**src/rtl/idle_gate_ctrl_if.sv**
```systemverilog
`default_nettype none
// ============================================================================
//  Module   : idle_gate_ctrl_if
//  Purpose  : Control/status bundle between a gate controller and its user.
//  Revision : 1.0 - initial release
// ============================================================================
interface idle_gate_ctrl_if #(
    parameter int IDLE_W = 8,
    parameter int STAT_W = 16
);
    logic              test_en;
    logic              busy;
    logic [IDLE_W-1:0] idle_thresh;
    logic              wake_req;
    logic              wake_ack;
    logic              gate_en;
    logic              gated;
    logic              stat_clr;
    logic [STAT_W-1:0] gated_cycles;

    modport master (
        output test_en,
        output busy,
        output idle_thresh,
        output wake_req,
        output stat_clr,
        input  wake_ack,
        input  gate_en,
        input  gated,
        input  gated_cycles
    );

    modport slave (
        input  test_en,
        input  busy,
        input  idle_thresh,
        input  wake_req,
        input  stat_clr,
        output wake_ack,
        output gate_en,
        output gated,
        output gated_cycles
    );
endinterface
`default_nettype wire

```
**src/rtl/idle_gate_ctrl.sv**
```systemverilog
`default_nettype none
// ============================================================================
//  Module   : idle_gate_ctrl
//  Purpose  : Closes a clock-gate enable after a run of idle cycles, reopens
//             it on activity or a four-phase wake request.
//  Revision : 1.0 - initial release
// ============================================================================
module idle_gate_ctrl #(
    parameter int IDLE_W   = 8,
    parameter int WAKE_CYC = 2,
    parameter int STAT_W   = 16
) (
    input  logic            clk,
    input  logic            rst_n,
    idle_gate_ctrl_if.slave bus
);

    localparam int                  c_WAKE_W    = (WAKE_CYC > 1) ? $clog2(WAKE_CYC) : 1;
    localparam logic [c_WAKE_W-1:0] c_WAKE_LOAD = c_WAKE_W'(WAKE_CYC - 1);
    localparam logic [IDLE_W-1:0]   c_IDLE_MAX  = '1;
    localparam logic [STAT_W-1:0]   c_STAT_MAX  = '1;

    typedef enum logic [1:0] {
        ST_ACTIVE = 2'd0,
        ST_GATED  = 2'd1,
        ST_WAKE   = 2'd2
    } state_t;

    state_t              state_q, state_d;
    logic [IDLE_W-1:0]   idle_cnt_q, idle_cnt_d;
    logic [c_WAKE_W-1:0] wake_cnt_q, wake_cnt_d;
    logic                gate_en_q, gate_en_d;
    logic                gated_q, gated_d;
    logic                wake_ack_q, wake_ack_d;
    logic [STAT_W-1:0]   gated_cycles_q, gated_cycles_d;

    logic                w_idle;
    logic [IDLE_W:0]     w_idle_next;
    logic                w_thresh_hit;

    assign w_idle       = !bus.busy && !bus.wake_req;
    // One bit wider so a saturated count still compares correctly.
    assign w_idle_next  = {1'b0, idle_cnt_q} + {{IDLE_W{1'b0}}, 1'b1};
    assign w_thresh_hit = (bus.idle_thresh != '0) &&
                          (w_idle_next >= {1'b0, bus.idle_thresh});

    always_comb begin : p_fsm
        state_d    = state_q;
        idle_cnt_d = idle_cnt_q;
        wake_cnt_d = wake_cnt_q;
        unique case (state_q)
            ST_ACTIVE: begin
                if (!w_idle) begin
                    idle_cnt_d = '0;
                end else if (w_thresh_hit) begin
                    state_d    = ST_GATED;
                    idle_cnt_d = '0;
                end else if (idle_cnt_q != c_IDLE_MAX) begin
                    idle_cnt_d = w_idle_next[IDLE_W-1:0];
                end
            end
            ST_GATED: begin
                idle_cnt_d = '0;
                if (bus.busy || bus.wake_req) begin
                    state_d    = ST_WAKE;
                    wake_cnt_d = c_WAKE_LOAD;
                end
            end
            ST_WAKE: begin
                // busy is deliberately ignored here; WAKE length is fixed.
                idle_cnt_d = '0;
                if (wake_cnt_q == '0) begin
                    state_d = ST_ACTIVE;
                end else begin
                    wake_cnt_d = wake_cnt_q - 1'b1;
                end
            end
            default: begin
                state_d    = ST_ACTIVE;
                idle_cnt_d = '0;
            end
        endcase
    end

    always_comb begin : p_out
        gate_en_d      = (state_d != ST_GATED);
        gated_d        = (state_d == ST_GATED);
        wake_ack_d     = (state_q == ST_ACTIVE) && bus.wake_req;
        gated_cycles_d = gated_cycles_q;
        if (bus.stat_clr) begin
            gated_cycles_d = '0;
        end else if ((state_q == ST_GATED) && (gated_cycles_q != c_STAT_MAX)) begin
            gated_cycles_d = gated_cycles_q + 1'b1;
        end
    end

    always_ff @(posedge clk or negedge rst_n) begin : p_regs
        if (!rst_n) begin
            state_q        <= ST_ACTIVE;
            idle_cnt_q     <= '0;
            wake_cnt_q     <= '0;
            gate_en_q      <= 1'b1;
            gated_q        <= 1'b0;
            wake_ack_q     <= 1'b0;
            gated_cycles_q <= '0;
        end else begin
            state_q        <= state_d;
            idle_cnt_q     <= idle_cnt_d;
            wake_cnt_q     <= wake_cnt_d;
            gate_en_q      <= gate_en_d;
            gated_q        <= gated_d;
            wake_ack_q     <= wake_ack_d;
            gated_cycles_q <= gated_cycles_d;
        end
    end

    assign bus.gate_en      = gate_en_q | bus.test_en;
    assign bus.gated        = gated_q;
    assign bus.wake_ack     = wake_ack_q;
    assign bus.gated_cycles = gated_cycles_q;

`ifndef SYNTHESIS
    a_gated_tracks_state: assert property (@(posedge clk) disable iff (!rst_n)
        gated_q == (state_q == ST_GATED));
    a_gate_en_q_inverse: assert property (@(posedge clk) disable iff (!rst_n)
        gate_en_q == !gated_q);
    a_test_en_opens: assert property (@(posedge clk) disable iff (!rst_n)
        bus.test_en |-> bus.gate_en);
`endif

endmodule
`default_nettype wire

```
**src/flat_wrapper.sv**
```systemverilog
// flat-port wrapper written by rule: the top's interface ports become plain ports
module idle_gate_ctrl_flat 
#(
    parameter int IDLE_W   = 8,
    parameter int WAKE_CYC = 2,
    parameter int STAT_W   = 16
)
  (clk, rst_n, bus_test_en, bus_busy, bus_idle_thresh, bus_wake_req, bus_stat_clr, bus_wake_ack, bus_gate_en, bus_gated, bus_gated_cycles);
  idle_gate_ctrl_if #(.IDLE_W(IDLE_W), .STAT_W(STAT_W)) bus_i ();
  input  logic clk;
  input  logic rst_n;
  input wire logic [$bits(bus_i.test_en)-1:0] bus_test_en;
  input wire logic [$bits(bus_i.busy)-1:0] bus_busy;
  input wire logic [$bits(bus_i.idle_thresh)-1:0] bus_idle_thresh;
  input wire logic [$bits(bus_i.wake_req)-1:0] bus_wake_req;
  input wire logic [$bits(bus_i.stat_clr)-1:0] bus_stat_clr;
  output wire logic [$bits(bus_i.wake_ack)-1:0] bus_wake_ack;
  output wire logic [$bits(bus_i.gate_en)-1:0] bus_gate_en;
  output wire logic [$bits(bus_i.gated)-1:0] bus_gated;
  output wire logic [$bits(bus_i.gated_cycles)-1:0] bus_gated_cycles;
  assign bus_i.test_en = bus_test_en;
  assign bus_i.busy = bus_busy;
  assign bus_i.idle_thresh = bus_idle_thresh;
  assign bus_i.wake_req = bus_wake_req;
  assign bus_i.stat_clr = bus_stat_clr;
  assign bus_wake_ack = bus_i.wake_ack;
  assign bus_gate_en = bus_i.gate_en;
  assign bus_gated = bus_i.gated;
  assign bus_gated_cycles = bus_i.gated_cycles;
  idle_gate_ctrl #(.IDLE_W(IDLE_W), .WAKE_CYC(WAKE_CYC), .STAT_W(STAT_W)) u_core (.clk(clk), .rst_n(rst_n), .bus(bus_i));
endmodule
```
**config.mk**
```make
export PLATFORM = sky130hd
export DESIGN_NAME = idle_gate_ctrl_flat
export DESIGN_NICKNAME = d
export VERILOG_FILES = /design/src/rtl/idle_gate_ctrl_if.sv /design/src/rtl/idle_gate_ctrl.sv /design/src/flat_wrapper.sv
export SDC_FILE = /design/constraint.sdc
export NUM_CORES = 1
export LEC_CHECK = 0
export BUFFER_PORTS_ARGS = -buffer_cell sky130_fd_sc_hd__buf_2
export CAP_MARGIN = 20
export CORE_MARGIN = 8
export CORE_UTILIZATION = 59
export CTS_CLUSTER_DIAMETER = 60
export DETAILED_ROUTE_END_ITERATION = 6
export HOLD_SLACK_MARGIN = 0.12
export PLACE_DENSITY = 0.81
export RECOVER_POWER = 100
export SLEW_MARGIN = 0
export SYNTH_ARGS = -nofsm -noshare
export SYNTH_HDL_FRONTEND = slang
export SYNTH_SLANG_ARGS = --single-unit
```
**constraint.sdc**
```tcl
create_clock -name clk -period 6.65 [get_ports clk]
set_input_delay 0.9975 -clock clk [delete_from_list [all_inputs] [get_ports clk]]
set_output_delay 0.9975 -clock clk [all_outputs]
set_load 0.005 [all_outputs]
```
[Yosys cells after proc, flatten, opt, wreduce, memory -nomap -nowiden]
Index checks and enable logic that the tools add are counted.
Cells by class
  add/sub/neg operators: 3
  multiply operators: 0
  div/mod/pow operators: 0
  order comparisons: 1
  eq/ne operators: 8
  shift-type cells: 0
  muxes and demuxes: 14
  bitwise logic cells: 1
  reduce and logical (&&, ||, !) cells: 12
Operators with widths (count)
  16-bit two-way mux: 2
  8-bit two-way mux: 4
  16-bit by 1-bit adder with 16-bit output (second input constant): 1
  16-bit inequality test (second input constant): 1
  8-bit by 1-bit adder with 9-bit output (second input constant): 1
  9-bit by 8-bit greater-or-equal comparator with 1-bit output: 1
  2-bit two-way mux: 4
  8-bit inequality test (second input constant): 1
  8-bit nonzero test: 1
  2-bit one-hot mux with 3 select lines: 1
  2-bit by 1-bit equality test with 1-bit output (second input constant): 2
  1-bit logical AND: 4
  2-bit by 1-bit inequality test with 1-bit output (second input constant): 2
  4-bit inequality test (second input constant): 1
  2-bit nonzero test: 2
  2-bit equality test (second input constant): 1
  1-bit logical NOT: 2
  2-bit logical NOT: 1
  1-bit two-way mux: 2
  1-bit one-hot mux with 2 select lines: 1
  2-bit AND reduction: 1
  1-bit logical OR: 1
  1-bit bitwise OR: 1
  1-bit subtractor (second input constant): 1
Word-level totals
  register bits: 30
  bits in latches: 0
  RAM bits: 0
  bits in read-only memories: 0
  input port bits: 14
  output and inout port bits: 19
  memories kept: 0

[Longest topological paths before layout]
  depth after elaboration: 7
  gate-level depth with buffers: 11

[Least setup slack after synthesis]
OpenSTA, ideal clock, no wires.
  kind: flip-flop to flip-flop
  start: reg u_core.idle_cnt_q[0]
  end: reg u_core.gated_q, in the netlist u_core.bus.gated
  data arrival time: 2.457 ns
  slack: 4.072 ns
  cell stages (with the launch flop): 12
  path buffers: 1
  clock period less this slack: 2.578 ns
  cells stage by stage: dfrtp_1 > ha_1 > clkbuf_1 > nand3_1 > xor2_1 > inv_1 > ha_1 > a211oi_1 > nor2_1 > a2111oi_2 > o211ai_1 > o211a_1
Between the ends
  word-level cells in the longest chain between the ends: 7
Ends and longest elaborated chain
  start: declaration: RTL line idle_gate_ctrl.sv:30  | logic [IDLE_W-1:0] idle_cnt_q, idle_cnt_d;
  start signal: assignment: RTL line idle_gate_ctrl.sv:108  | idle_cnt_q <= idle_cnt_d;
  8-bit by 1-bit adder with 9-bit output: RTL line idle_gate_ctrl.sv:43  | assign w_idle_next = {1'b0, idle_cnt_q} + {{IDLE_W{1'b0}}, 1'b1};
  9-bit by 8-bit greater-or-equal comparator with 1-bit output: RTL line idle_gate_ctrl.sv:45  | (w_idle_next >= {1'b0, bus.idle_thresh});
  1-bit logical AND: RTL line idle_gate_ctrl.sv:44  | assign w_thresh_hit = (bus.idle_thresh != '0) &&
  2-bit two-way mux: RTL line idle_gate_ctrl.sv:55  | end else if (w_thresh_hit) begin
  2-bit two-way mux: RTL line idle_gate_ctrl.sv:53  | if (!w_idle) begin
  2-bit one-hot mux with 3 select lines: RTL line idle_gate_ctrl.sv:51  | unique case (state_q)
  2-bit by 1-bit equality test with 1-bit output: RTL line idle_gate_ctrl.sv:87  | gated_d = (state_d == ST_GATED);
  named net u_core.gated_d: RTL line idle_gate_ctrl.sv:33  | logic gated_q, gated_d;
  end signal: assignment: RTL line idle_gate_ctrl.sv:111  | gated_q <= gated_d;
  end: declaration: RTL line idle_gate_ctrl.sv:33
The timed path passes the listed nets, and every way through them passes these cells.
A chain may end at the register's enable or synchronous reset.

[Worst setup path in the final report]
  start: reg u_core.idle_cnt_q[0]
  end: reg u_core.idle_cnt_q[7]
Between the ends
  word-level cells in the longest chain between the ends: 6
Ends and longest elaborated chain (RTL line)
  8-bit by 1-bit adder with 9-bit output: idle_gate_ctrl.sv:43
  9-bit by 8-bit greater-or-equal comparator with 1-bit output: idle_gate_ctrl.sv:45
  1-bit logical AND: idle_gate_ctrl.sv:44
  8-bit two-way mux: idle_gate_ctrl.sv:55
  8-bit two-way mux: idle_gate_ctrl.sv:53
  8-bit two-way mux: idle_gate_ctrl.sv:51
Parallel ways exist; a longest one is shown, timed or not. The select of a mux whose other input is x is not followed.

==> out/qor.txt <==
Status - finished with violations
Violated checks - capacitance limit, slew limit
Power Internal - 0.000244 W
Worst skew pair latency - 340 ps
DR iter-0 viols - 101
Unrepaired setup endpoints after global routing - false
FF-to-FF Start - u_core.idle_cnt_q[0]
Drt pass-1 iters - 4
Slowest stage delay, CP - 710 ps
Synth Area in Simple Gates - 0.255
Largest net degree at the start of global routing - 31
Leakage - 0.954 nW
Clock skew - 7.59 ps
Worst Hold Endpoint - u_core.state_q[1]
Yosys cell types - 40
Period utilisation layout - 0.479
Slew @ Worst Pin - 1550 ps
Post-synthesis sequential area ratio - 0.417
Num CTS Buffers - 5
Std-Cell Rows - 20
Sw frac - 0.250
Post-Synth Adder-Cell Area - 0.0694
GR Overflow Total - 0
Post-CTS Setup Bufs - 0
R2R depth - 10
Initial core utilization - 0.605
CTS Root Cell - clkbuf_4
Sinks on Clock Net - 30
Most frequent cells in the layout - dfrtp_1 (29), buf_2 (20), nor2_1 (19)
CP cell instances - ha_1 -> nand3_1 -> xor2_1 -> inv_1 -> ha_1 -> a211oi_1 -> nor2_1 -> a2111oi_0 -> a22oi_1 -> nor3_1
Antenna violations before repair - 0
Post-synthesis cell area - 0.00180 sq mm
Post-synthesis mux area share - 0.0111
Seq pwr share - 0.573
Share of cells above drive strength 1 - 0.137
I/O pins - 33
Slew Viols, Final - 31
First-pass GRT wire length - 7110 um
Crit Path Category - flip-flop to flip-flop
Stages on the worst setup path - 10
Final Util - 0.669
Die Span X - 71.3 um
Worst path bufs/invs - 1
CP Launch Point - u_core.idle_cnt_q[0]
Hold Path Cell Cnt - 2
Hold path start - u_core.wake_cnt_q
Number of synthesized flops with an enable pin - 0
CTS tree - yes
Total track usage - 0.175
Die ar. - 0.00508 sq mm
Placed insts - 252
Multi-input logic area - 933 sq um
H-tree depth - 2
R2R Setup Slk - 3460 ps
Asr flop ratio synth - 1.00
Post-route DRC - 0
DR vias - 1,542
P&R area growth vs syn - 10.6%
Synthesized Nets - 217
Final RePlAce weighted congestion - 0.800
Mean Syn Cell Area - 9.34 sq um
Clock transition at path regs - 100 ps
Antenna Nets Post-Route - 0
Gate Count Post-Synth - 193
# diodes - 0
IO Port Bufs - 32
CP required - 6900 ps
TNS Setup - 0 ps
Crit path DAT - 3440 ps
Setup violations, final - 0
Hold WC Path Type - flip-flop to flip-flop
Final setup margin - 3460 ps
Detailed placement HPWL - 3040 um
Hold Fails Final Rpt - 0
Largest family of logic cells by synthesized area - simple AND/OR/NAND/NOR gates
Overall routed net length - 4090 um
Most common cell after layout, fill and taps aside - dfrtp_1
CP max-delay cell - a2111oi_0
Vias in the first global route - 1,559
Top achievable clock speed - 314 MHz
Core area - 0.00298 sq mm
Reg area - 752 sq um
Family with the most delay on the worst path - compound AO/OA/AOI/OAI gates
Final net count - 250
Flops & latches, synth - 30
Clock power frac - 0.357
Via-per-instance ratio - 5.93
Peak supply drop - 0.000139 V
R2R Path End - u_core.idle_cnt_q[7]
PD cells - 163 mW/mm^2
Place WS - 3830 ps
WL/cell - 15.7 um
Final min period - 3190 ps
Crit. End Element - flip-flop
P_sw - 0.0000813 W
Most common flop cell mapped by yosys - dfrtp_1
Max-slew headroom - -0.0338
Crit path top cell by count - ha_1
Logic pwr share - 0.069
CTS Buffer Depth - 2
Yosys warns - 0
CTS Hold Buffers Added - 0
Compound-Gate Fraction of Synth Area - 0.117
Fillers - 243
Die Ht - 71.3 um
Post-CTS sizing - 0
Worst-path fanout max - 7
Xor and xnor area share after synthesis - 0.0826
Non-filler cells, final - 260
Max cap viols - 1
Startpoint types - flip-flop
Total power - 0.000325 W
## metrics by stage
step	hold WS (ps)	cell area, sq um
2_1_floorplan	471	1800
4_1_cts	549	2040
5_1_grt	562	1990
6_report	560	1990
3_3_place_gp	487	1980
3_5_place_dp	531	1980
## per-layer routing
layer / part of all wire / vias up / GRT usage
met2: 0.50 / 40 / 0.289
met3: 0.049 / 7 / 0.0642
met1: 0.43 / 742 / 0.199
li1: - / 753 / -
met5: 0 / - / 0
met4: 0.017 / 0 / 0.0693
## synthesized netlist by cell type (2+ instances only)
library cell | number | area [sq um]
ha_1 | 10 | 125
nand2_1 | 14 | 52.6
and3_1 | 2 | 12.5
dfrtp_1 | 29 | 726
a31oi_1 | 4 | 25.0
nor3b_1 | 3 | 22.5
a211oi_1 | 4 | 30.0
o211a_1 | 2 | 20.0
and2_1 | 2 | 12.5
o211ai_1 | 2 | 15.0
and4_1 | 3 | 26.3
mux2i_1 | 2 | 20.0
xnor2_1 | 12 | 105
buf_2 | 3 | 15.0
nor2_1 | 19 | 71.3
a21oi_1 | 9 | 45.0
inv_1 | 16 | 60.1
xor2_1 | 5 | 43.8
nor3_2 | 3 | 30.0
nand3_1 | 12 | 60.1
clkbuf_1 | 2 | 7.51
nor4_1 | 4 | 25.0
nand4_1 | 3 | 18.8
nor3_1 | 7 | 35.0
o21ai_0 | 5 | 25.0
nor4b_1 | 2 | 17.5
## sequential cells by signal, indices dropped and copies added (netlist names)
register                 cells
u_core.bus.gated             1
u_core.idle_cnt_q            8
u_core.gate_en_q             1
u_core.wake_cnt_q            1
u_core.bus.wake_ack          1
u_core.state_q               2
u_core.bus.gated_cycles     16
## logic make-up (layout without fill, tap and decap cells)
group,Yosys count,count (layout)
AND/OR/NAND/NOR,81,81
AO/OA/AOI/OAI,31,31
flip-flops,30,30
buffers and inverters,22,56
XOR/XNOR,17,17
adder cells (fa/ha/maj),10,10
multiplexers,2,2
## cell type report
cell class | instances | area share
clock inverter | 1 | 0.00251
tap | 33 | 0.0207
multi-input combinational | 141 | 0.469
clock buffer | 7 | 0.0276
timing repair buffer | 32 | 0.0729
sequential | 30 | 0.378
inverter | 16 | 0.0302
## worst min-delay path, cell delays in order (launching register included)
cell	delay (ps)
dfrtp_1	380
nand3_1	80
o21ai_0	70
## worst max-delay path by stage
stage	slack, ps	end
6_report	3460	u_core.idle_cnt_q[7]
3_5_place_dp	3830	u_core.idle_cnt_q[7]
2_1_floorplan	4070	u_core.bus.gated
4_1_cts	3810	u_core.idle_cnt_q[7]
5_1_grt	3160	u_core.idle_cnt_q[7]
3_3_place_gp	3970	u_core.idle_cnt_q[7]
## power groups by stage
| stage | Clock, W | Combinational (W) | Sequential, W |
|---|---|---|---|
| after floorplan | 0 | 0.0000121 | 0.000189 |
| after CTS | 0.000120 | 0.0000239 | 0.000186 |
| after global placement | 0 | 0.0000224 | 0.000189 |
| after global routing | 0.000128 | 0.0000266 | 0.000186 |
| after detailed placement | 0 | 0.0000239 | 0.000190 |
| final | 0.000116 | 0.0000225 | 0.000186 |
No activity file was read; power rests on OpenSTA's default activity.
